--- config.mk ---
export PLATFORM = sky130hd
export DESIGN_NAME = gp4_vector_writer
export DESIGN_NICKNAME = d
export VERILOG_FILES = /design/src/rtl/gp4_vector_writer.sv
export SDC_FILE = /design/constraint.sdc
export NUM_CORES = 1
export LEC_CHECK = 0
export CAP_MARGIN = 0
export CORE_MARGIN = 4
export CORE_UTILIZATION = 50
export CTS_BUF_LIST = sky130_fd_sc_hd__clkbuf_16
export DETAILED_ROUTE_END_ITERATION = 7
export GPL_TIMING_DRIVEN = 0
export PLACE_DENSITY_LB_ADDON = 0.15
export SETUP_SLACK_MARGIN = 0.3
export SKIP_CTS_REPAIR_TIMING = 1
export SLEW_MARGIN = 15
export SYNTH_ARGS = -nofsm -noshare
export SYNTH_HDL_FRONTEND = slang
export SYNTH_SLANG_ARGS = --single-unit
--- constraint.sdc ---
create_clock -name clk -period 4.05 [get_ports clk]
set_input_delay 0.81 -clock clk [delete_from_list [all_inputs] [get_ports clk]]
set_output_delay 0.81 -clock clk [all_outputs]
set_load 0.02 [all_outputs]
--- src/rtl/gp4_vector_writer.sv ---
`default_nettype none
// ============================================================================
// Module      : gp4_vector_writer
// Description : Enumerates every {gin,pin,cin} gp4 input vector and streams the
//               golden {gin,pin,cin,gout,pout,cout} record over valid/ready.
// Revision    : 1.0  initial release
// ============================================================================
module gp4_vector_writer #(
   parameter int NUM_VECTORS = 512,
   parameter int IDX_W       = 9
) (
   input  logic             clk,
   input  logic             rst_n,
   input  logic             i_start,
   input  logic             i_abort,
   output logic             o_valid,
   input  logic             i_ready,
   output logic [13:0]      o_record,
   output logic [IDX_W-1:0] o_index,
   output logic             o_busy,
   output logic             o_done
);

   localparam logic [IDX_W-1:0] LAST_IDX = IDX_W'(NUM_VECTORS - 1);

   typedef enum logic [1:0] {
      S_IDLE = 2'd0,
      S_SEND = 2'd1,
      S_DONE = 2'd2
   } state_t;

   state_t           state_q, state_d;
   logic             valid_q, valid_d;
   logic [13:0]      record_q, record_d;
   logic [IDX_W-1:0] index_q, index_d;
   logic             done_q, done_d;

   // Index bits map as gin=idx[8:5], pin=idx[4:1], cin=idx[0]; narrower
   // indices are zero-extended so small runs cover the low cin/pin space.
   function automatic logic [13:0] f_record(input logic [IDX_W-1:0] idx);
      logic [8:0] v;
      logic [3:0] g;
      logic [3:0] p;
      logic       c0;
      logic [2:0] co;
      logic       go;
      logic       po;
      v     = 9'(idx);
      g     = v[8:5];
      p     = v[4:1];
      c0    = v[0];
      co[0] = g[0] | (p[0] & c0);
      co[1] = g[1] | (p[1] & g[0]) | (p[1] & p[0] & c0);
      co[2] = g[2] | (p[2] & g[1]) | (p[2] & p[1] & g[0]) | (p[2] & p[1] & p[0] & c0);
      go    = g[3] | (p[3] & g[2]) | (p[3] & p[2] & g[1]) | (p[3] & p[2] & p[1] & g[0]);
      po    = &p;
      return {g, p, c0, go, po, co};
   endfunction

   always_ff @(posedge clk or negedge rst_n) begin
      if (!rst_n) begin
         state_q  <= S_IDLE;
         valid_q  <= 1'b0;
         record_q <= '0;
         index_q  <= '0;
         done_q   <= 1'b0;
      end else begin
         state_q  <= state_d;
         valid_q  <= valid_d;
         record_q <= record_d;
         index_q  <= index_d;
         done_q   <= done_d;
      end
   end

   always_comb begin
      state_d  = state_q;
      valid_d  = valid_q;
      record_d = record_q;
      index_d  = index_q;
      done_d   = done_q;

      if (i_abort) begin
         // Abort wins over start and over any handshake in the same cycle.
         state_d = S_IDLE;
         valid_d = 1'b0;
         done_d  = 1'b0;
      end else begin
         case (state_q)
            S_IDLE, S_DONE: begin
               if (i_start) begin
                  state_d  = S_SEND;
                  valid_d  = 1'b1;
                  done_d   = 1'b0;
                  index_d  = '0;
                  record_d = f_record('0);
               end
            end
            S_SEND: begin
               if (valid_q && i_ready) begin
                  if (index_q == LAST_IDX) begin
                     state_d = S_DONE;
                     valid_d = 1'b0;
                     done_d  = 1'b1;
                  end else begin
                     index_d  = index_q + 1'b1;
                     record_d = f_record(index_q + 1'b1);
                  end
               end
            end
            default: begin
               state_d = S_IDLE;
               valid_d = 1'b0;
            end
         endcase
      end
   end

   assign o_valid  = valid_q;
   assign o_record = record_q;
   assign o_index  = index_q;
   assign o_busy   = (state_q == S_SEND);
   assign o_done   = done_q;

endmodule
`default_nettype wire

* Word-level counts from Yosys, hierarchy flattened
Cells that the tools add are included.
Word-level totals: register bits after elaboration 27, latch bits 0, bits in writable memories 0, bits in read-only memories 0, bits of input ports 5, output and inout bits 26, logic and storage cells 71, memories kept 0
Cells by class: add/subtract/negate cells 1, multiply operators 0, div/mod/pow operators 0, $lt $le $gt $ge 0, equality and inequality tests 9, shift operators 0, muxes and demuxes 23, bitwise gates (word level) 24, reduce and logical (&&, ||, !) cells 9
Operators with widths (number):
- $mux 14 | 3
- $pmux 14 s2 | 1
- $mux 9 | 3
- $pmux 9 s2 | 1
- $and 1x1->1 | 14
- $add 9x1->9 const B | 1
- $eq 9x9->1 const B | 1
- $or 1x1->1 | 9
- $mux 1 | 8
- $mux 2 | 4
- $reduce_and 4->1 | 2
- $ne 3x2->1 const B | 2
- $reduce_and 5->1 | 1
- $ne 2x2->1 const B | 2
- $pmux 1 s2 | 2
- $pmux 2 s2 | 1
- $ne 3x3->1 const B | 1
- $reduce_and 3->1 | 1
- $reduce_bool 3->1 | 1
- $eq 2x1->1 const B | 1
- $eq 2x2->1 const B | 1
- $logic_not 2->1 | 1
- $ne 2x1->1 const B | 1
- $reduce_bool 2->1 | 1
- other kinds (3) | 3

* Logic depth before layout (Yosys ltp)
Gate-level depths: netlist of the first run.
depth in word-level cells 8, depth in mapped cells 11, gate-level depth less buffers 9

* Worst setup path after synthesis of the first run
No wires, ideal clock.
path kind reg-to-reg, start point register, netlist name o_record[5], end point register record_q[10] (netlist: o_record[10]), library setup time 0.076 ns, arrival 2.491 ns, required time 3.974 ns, setup slack 1.483 ns, stages on the path, launching flop included 12, buffers on the path 2, period minus slack after synthesis 2.567 ns, cell sequence dfrtp_1 > ha_1 > clkbuf_1 > nand2_1 > nor3_1 > and3_1 > ha_1 > nand4bb_1 > or2_1 > clkbuf_1 > or3_1 > o21ai_1
RTL lines:
- end signal: assignment | line 70 | record_q <= record_d;
- end: declaration | line 34 | logic [13:0] record_q, record_d;

==> results of run 1 <==
[how the worst min path moves through the flow]
stage,from,end,slack [ns],depth (start not counted)
after floorplan,rst_n,o_done,0.51,0
after global placement,o_record[3],o_record[3],0.47,2
after detailed placement,o_record[3],o_record[3],0.47,2
after CTS,o_record[3],o_record[3],0.48,2
after global routing,o_record[1],o_record[1],0.53,2
final,o_record[3],o_record[3],0.48,2
[cell families (layout without fill, tap and decap cells)]
group | after synthesis | after routing
AND/OR/NAND/NOR | 49 | 49
AO/OA/AOI/OAI | 32 | 32
buffers and inverters | 19 | 53
flip-flops | 17 | 17
adder cells (fa/ha/maj) | 3 | 3
XOR/XNOR | 3 | 3
multiplexers | 1 | 1
[worst max-delay path: stages, from the launching register on]
cell,delay (ns)
dfrtp_1,0.55
ha_1,0.21
clkbuf_1,0.40
nand2_1,0.16
nor3_1,0.28
and3_1,0.20
ha_1,0.18
nand4bb_1,0.21
a21o_1,0.25
clkbuf_1,0.40
a21oi_1,0.08
mux2i_1,0.16
[power by group]
group / leakage, nW / internal [mW] / switching (mW)
sequential: 0.235 / 0.174 / 0.0103
combinational: 0.338 / 0.0328 / 0.0371
clock: 0.0409 / 0.132 / 0.0655
[cells in the mapped netlist (all sizes together), types with 3 or more instances]
| master | instances |
|---|---|
| nand3 | 4 |
| clkbuf | 6 |
| nand2b | 4 |
| nor2 | 3 |
| and3 | 3 |
| buf | 10 |
| nor2b | 3 |
| dfrtp | 17 |
| xnor2 | 3 |
| nand2 | 19 |
| nand4 | 3 |
| inv | 3 |
| o21ai | 12 |
| a21oi | 6 |
| ha | 3 |
[flip-flops by register name (all words and copies together) (netlist names)]
signal / count
state_q: 2
o_done: 1
o_record: 14
[cell type report]
type / instances / area share, %
buffer: 16 / 6.39
clock buffer: 3 / 5.04
clock inverter: 1 / 0.336
inverter: 3 / 0.756
multi-input combinational: 88 / 36.5
sequential: 17 / 28.6
tap: 27 / 2.27
timing repair buffer: 30 / 20.2
[metal layers]
layer	up-vias	GRT usage, %	share of wire [%]
li1	507	-	-
met1	481	27.8	40
met2	73	38.6	49
met3	12	4.09	8.2
met4	0	9.13	2.7
met5	-	0	0
[placed cells by master (no fill, tap or decap), types with 2 or more instances in the layout]
master,n
nand4_1,3
dfrtp_1,17
ha_1,3
nor2b_1,3
clkdlybuf4s50_1,30
nor3_1,2
nand3_1,4
inv_1,3
a21oi_1,6
nor2_1,3
and3_1,2
xnor2_1,3
clkbuf_16,3
nand2_1,19
or3_1,2
buf_4,9
o21ai_0,5
nand2b_1,4
o21ai_1,7
clkbuf_1,6
==> impl_metrics.tcl, run 1 <==
set metrics [dict create \
    crit_fanout 12 \
    grt_pass1_wl_mm 4.79 \
    cts_max_path_buffers 2 \
    relSlewSlack_pct 47.4 \
    grt_pass1_vias 993 \
    gr-total-overflow 0 \
    synth_top_cell_by_area "dfrtp_1" \
    dieArea_mm2 0.00296 \
    clock_latency_ns 0.25 \
    cp-startpoint "o_record[5]" \
    fin_skew_ns 0.00463 \
    numClockSinks 17 \
    cts_tree "done" \
    cp-endpoint "o_record[11]" \
    rsz0062_at_grt "false" \
    postLayoutCoreUtil_pct 74.4 \
    fin_area_mm2 0.00149 \
    worst_setup_path_start_kind "register" \
    drc 0 \
    finalSetupViolCount 0 \
    seq_area_frac_synth_pct 39.6 \
    hold_ws_ns 0.481 \
    p_leak_nw 0.614 \
    ys_ff_latch 17 \
    drt_iter0_drc 62 \
    hold_path.class "reg2reg" \
    htree_num_levels 1 \
    synth_cell_type_count 41 \
    clkSlewWorstSetupHoldPaths_ns 0.05 \
    end_kind "register" \
    antennaDiodeCount 0 \
    start_util_pct 53.7 \
    wirelength_mm 2.94 \
    cts-buffers-inserted 3 \
    stdcell_count 185 \
    antenna_found_initial 0 \
    syn-cell-area_mm2 0.00107 \
    fmax_mhz 317 \
    powerDensity_mw_per_mm2 304 \
    syn_inst 124 \
    regArea_um2 425 \
    synth-xor-area-share_pct 2.44 \
    coreArea_mm2 0.00200 \
    vdd_drop_max_mv 0.292 \
    dpl_cell_area_mm2 0.00141 \
    synth_adder_area_share_pct 3.49 \
    via_per_inst 5.80 \
    synth.area.top_cells "dfrtp_1 (40%), nand2_1 (6.6%), buf_4 (6.3%), ha_1 (3.5%), o21ai_1 (3.3%)" \
    nFillCells 152 \
    fp.dieW_um 54.4 \
    vias 1073 \
    finalMaxSlewViolations 0 \
    max-cap-violations 0 \
    avgSynthCellArea_um2 8.67 \
    pre_cts_ws_ns 1.03 \
    synth-edff-count 0 \
    synth_compound_area_share_pct 19.7 \
    synth_mux_area_share_pct 0.931 \
    nets 167 \
    fin_tns_setup_ns 0 \
    synth_fp_nets 132 \
    dpl.cell_count 181 \
    min_period_over_period_pct 78.0 \
    worstSetupPathType "reg2reg" \
    area_growth_pct 38.5 \
    required_ns 4.22 \
    synth_simple_gate_area_share_pct 24.0 \
    period_needed_ns 3.16 \
    grt_use_total_pct 22.6 \
    cp.arrival_ns 3.32 \
    grt_max_degree 18 \
    avgRoutedWirePerCell_um 15.9 \
    reg2reg_slack_ns 0.89 \
    rr_worst_depth 11 \
    io_buffer_count 30 \
    fin_ws_ns 0.892 \
    async_reset_ff_share_pct 100 \
    synth_top_family_by_area "simple AND/OR/NAND/NOR gates" \
    chipHeight_um 54.4 \
    dp_hpwl_mm 1.98 \
    reg2reg_from "o_record[5]" \
    synthFlopType "dfrtp_1" \
    drive_gt1_share_pct 10.8 \
    dr.pass1.iters 6 \
    status "finished clean" \
    ios 31 \
    worst_pin_slew_ns 0.787 \
    gp_congestion 0.834 \
    hold_viol 0 \
    worstReg2RegEnd "o_record[11]" \
    cts_root_buf "clkbuf_16" \
    ant_nets 0 \
    synth_top_cell_area_share_pct 39.6 \
    rows 16 \
    multi_input_area_um2 543 \
    yosysWarnings 0 \
    total_power_mw 0.452 \
]
Note: power is estimated with default switching activity, not from simulation.
==> run 2, diff against run 1 <==
--- a/config.mk
+++ b/config.mk
@@ -7,7 +7,7 @@
 export LEC_CHECK = 0
 export CAP_MARGIN = 0
 export CORE_MARGIN = 4
-export CORE_UTILIZATION = 50
+export CORE_UTILIZATION = 42
 export CTS_BUF_LIST = sky130_fd_sc_hd__clkbuf_16
 export DETAILED_ROUTE_END_ITERATION = 7
 export GPL_TIMING_DRIVEN = 0
==> constraint.sdc (replaced) <==
create_clock -name clk -period 2.69 [get_ports clk]
set_input_delay 0.538 -clock clk [delete_from_list [all_inputs] [get_ports clk]]
set_output_delay 0.538 -clock clk [all_outputs]
set_load 0.02 [all_outputs]
==> run 2 against run 1 <==
- clock skew decreased by 0.0032 ns
- first-iteration DRC count decreased by 47%
- core utilization fell by 5.2 points
- die area up 16%
- combinational power is 110% higher
- final area up 14%
- wire length increased by 0.89%
- flip-flop and latch count unchanged
- non-clock buffer count is 13 higher
- worst hold slack gained 0.0019 ns
- global-route usage shrank 4.9 points
- sequential share of layout area shrank 3.4 points
- critical path type unchanged
- largest cell class unchanged
- largest power group unchanged
==> impl_metrics.tcl, run 2 (synthesis gave the netlist of run 1 again) <==
set metrics [dict create \
    status "finished clean" \
    numClockSinks 17 \
    gp_congestion 0.820 \
    reg2reg_slack_ns 0.37 \
    required_ns 2.86 \
    worstSetupPathType "reg2reg" \
    clock_latency_ns 0.25 \
    reg2reg_from "o_record[5]" \
    crit_fanout 6 \
    cp.arrival_ns 2.49 \
    grt_pass1_vias 1015 \
    finalSetupViolCount 0 \
    ant_nets 0 \
    cts_root_buf "clkbuf_16" \
    drt_iter0_drc 33 \
    power_switching_mw 0.179 \
    grt_use_total_pct 17.7 \
    period_needed_ns 2.32 \
    hold_path.class "reg2reg" \
    vias 1128 \
    fp.dieW_um 58.6 \
    wirelength_mm 2.96 \
    cts_max_path_buffers 2 \
    grt_max_degree 18 \
    cp_slowest_cell "dfrtp_2" \
    drive_gt1_share_pct 26.3 \
    seqPwrFrac_pct 38.5 \
    antennaDiodeCount 0 \
    nets 180 \
    start_util_pct 43.8 \
    powerDensity_mw_per_mm2 424 \
    rr_worst_depth 11 \
    rsz0062_at_grt "true" \
    total_power_mw 0.720 \
    cpMostUsedCell "buf_8" \
    final_common_cell "clkdlybuf4s50_1" \
    gr-total-overflow 0 \
    worst_pin_slew_ns 0.785 \
    switching_share_pct 24.9 \
    dpl.cell_count 184 \
    avgRoutedWirePerCell_um 14.7 \
    via_per_inst 5.61 \
    layout_common_cells "clkdlybuf4s50_1 (30), buf_4 (21), nand2_1 (18)" \
    htree_num_levels 1 \
    cts_tree "done" \
    end_kind "register" \
    fin_tns_setup_ns 0 \
    power_frac_comb_pct 20.9 \
    grt_use_met2_pct 30.1 \
    dp_hpwl_mm 1.96 \
    drc 0 \
    internal_power_mw 0.541 \
    ios 31 \
    finalMaxSlewViolations 0 \
    cp-endpoint "o_record[10]" \
    io_buffer_count 30 \
    vdd_drop_max_mv 0.446 \
    rows 18 \
    fin_skew_ns 0.00138 \
    clkSlewWorstSetupHoldPaths_ns 0.05 \
    relSlewSlack_pct 47.5 \
    dieArea_mm2 0.00343 \
    p_leak_nw 0.709 \
    min_period_over_period_pct 86.2 \
    chipHeight_um 58.6 \
    stdcell_count 201 \
    cp-startpoint "o_record[5]" \
    grt_pass1_wl_mm 4.61 \
    max-cap-violations 0 \
    cpPeakStageDelay_ns 0.46 \
    worstPathCellList "ha_4, buf_8, nand2_2, nor3_2, and3_1, ha_2, nand4bb_4, or2_4, buf_8, or3_1, o21ai_1" \
    grtUsageMet3_pct 4.39 \
    p_clk_share_pct 40.7 \
    nFillCells 210 \
    dr.pass1.iters 4 \
    area_growth_pct 58.1 \
    coreArea_mm2 0.00245 \
    use_met1_pct 21.1 \
    fmax_mhz 431 \
    largest_register_ffs 14 \
    antenna_found_initial 0 \
    top_usage_layer "met2" \
    worstReg2RegEnd "o_record[10]" \
    worst_setup_path_start_kind "register" \
    hold_viol 0 \
    cts-buffers-inserted 3 \
]
[run 2: power by group through the flow]
stage	clock network, mW	logic (mW)	registers, mW
finish	0.293	0.150	0.277
global route	0.312	0.162	0.278
CTS	0.302	0.110	0.279
detailed placement	0	0.109	0.283
global placement	0	0.107	0.283
floorplan	0	0.0528	0.288
[run 2: critical path: cells and delay by family, from the launching register on]
family          cells  cell delay, ns
simple gates        6            1.10
flops               1            0.46
fa+ha+maj           2            0.36
buf+inv             2            0.24
compound gates      1            0.08
[run 2: area by class of cell]
| class | instances | area (µm²) | share of cell area (%) |
|---|---|---|---|
| Multi-Input combinational cell | 88 | 611 | 35.9 |
| Sequential cell | 17 | 428 | 25.2 |
| Timing Repair Buffer | 43 | 410 | 24.2 |
| Buffer | 16 | 123 | 7.22 |
| Clock buffer | 3 | 75.1 | 4.42 |
| Tap cell | 30 | 37.5 | 2.21 |
| Inverter | 3 | 11.3 | 0.663 |
| Clock inverter | 1 | 3.75 | 0.221 |
[run 2: layer usage]
metal	wire [µm]	vias to the layer above	part of all wire, %
li1	-	532	-
met1	1210	528	41
met2	1470	57	50
met3	197	11	6.6
met4	89	0	3.0
met5	0	-	0
[run 2: how the worst min path moves through the flow]
stage	startpoint	slack, ns	to	cells past startpoint
floorplan	rst_n	0.24	o_done	0
global placement	o_record[3]	0.47	o_record[3]	2
detailed placement	o_record[3]	0.46	o_record[3]	2
CTS	o_record[3]	0.48	o_record[3]	2
global route	o_record[3]	0.50	o_record[3]	2
finish	o_record[3]	0.48	o_record[3]	2
[run 2: through the flow]
step                hold WS (ns)  utilization [%]  instance area [µm²]  setup WS (ns)
floorplan                  0.242                -                 1120          0.303
global placement           0.466             59.3                 1460         0.0711
detailed placement         0.460             59.3                 1460         0.0287
CTS                        0.482             62.5                 1540        0.00350
global route               0.499             69.2                 1700          0.278
finish                     0.482             69.2                 1700          0.371
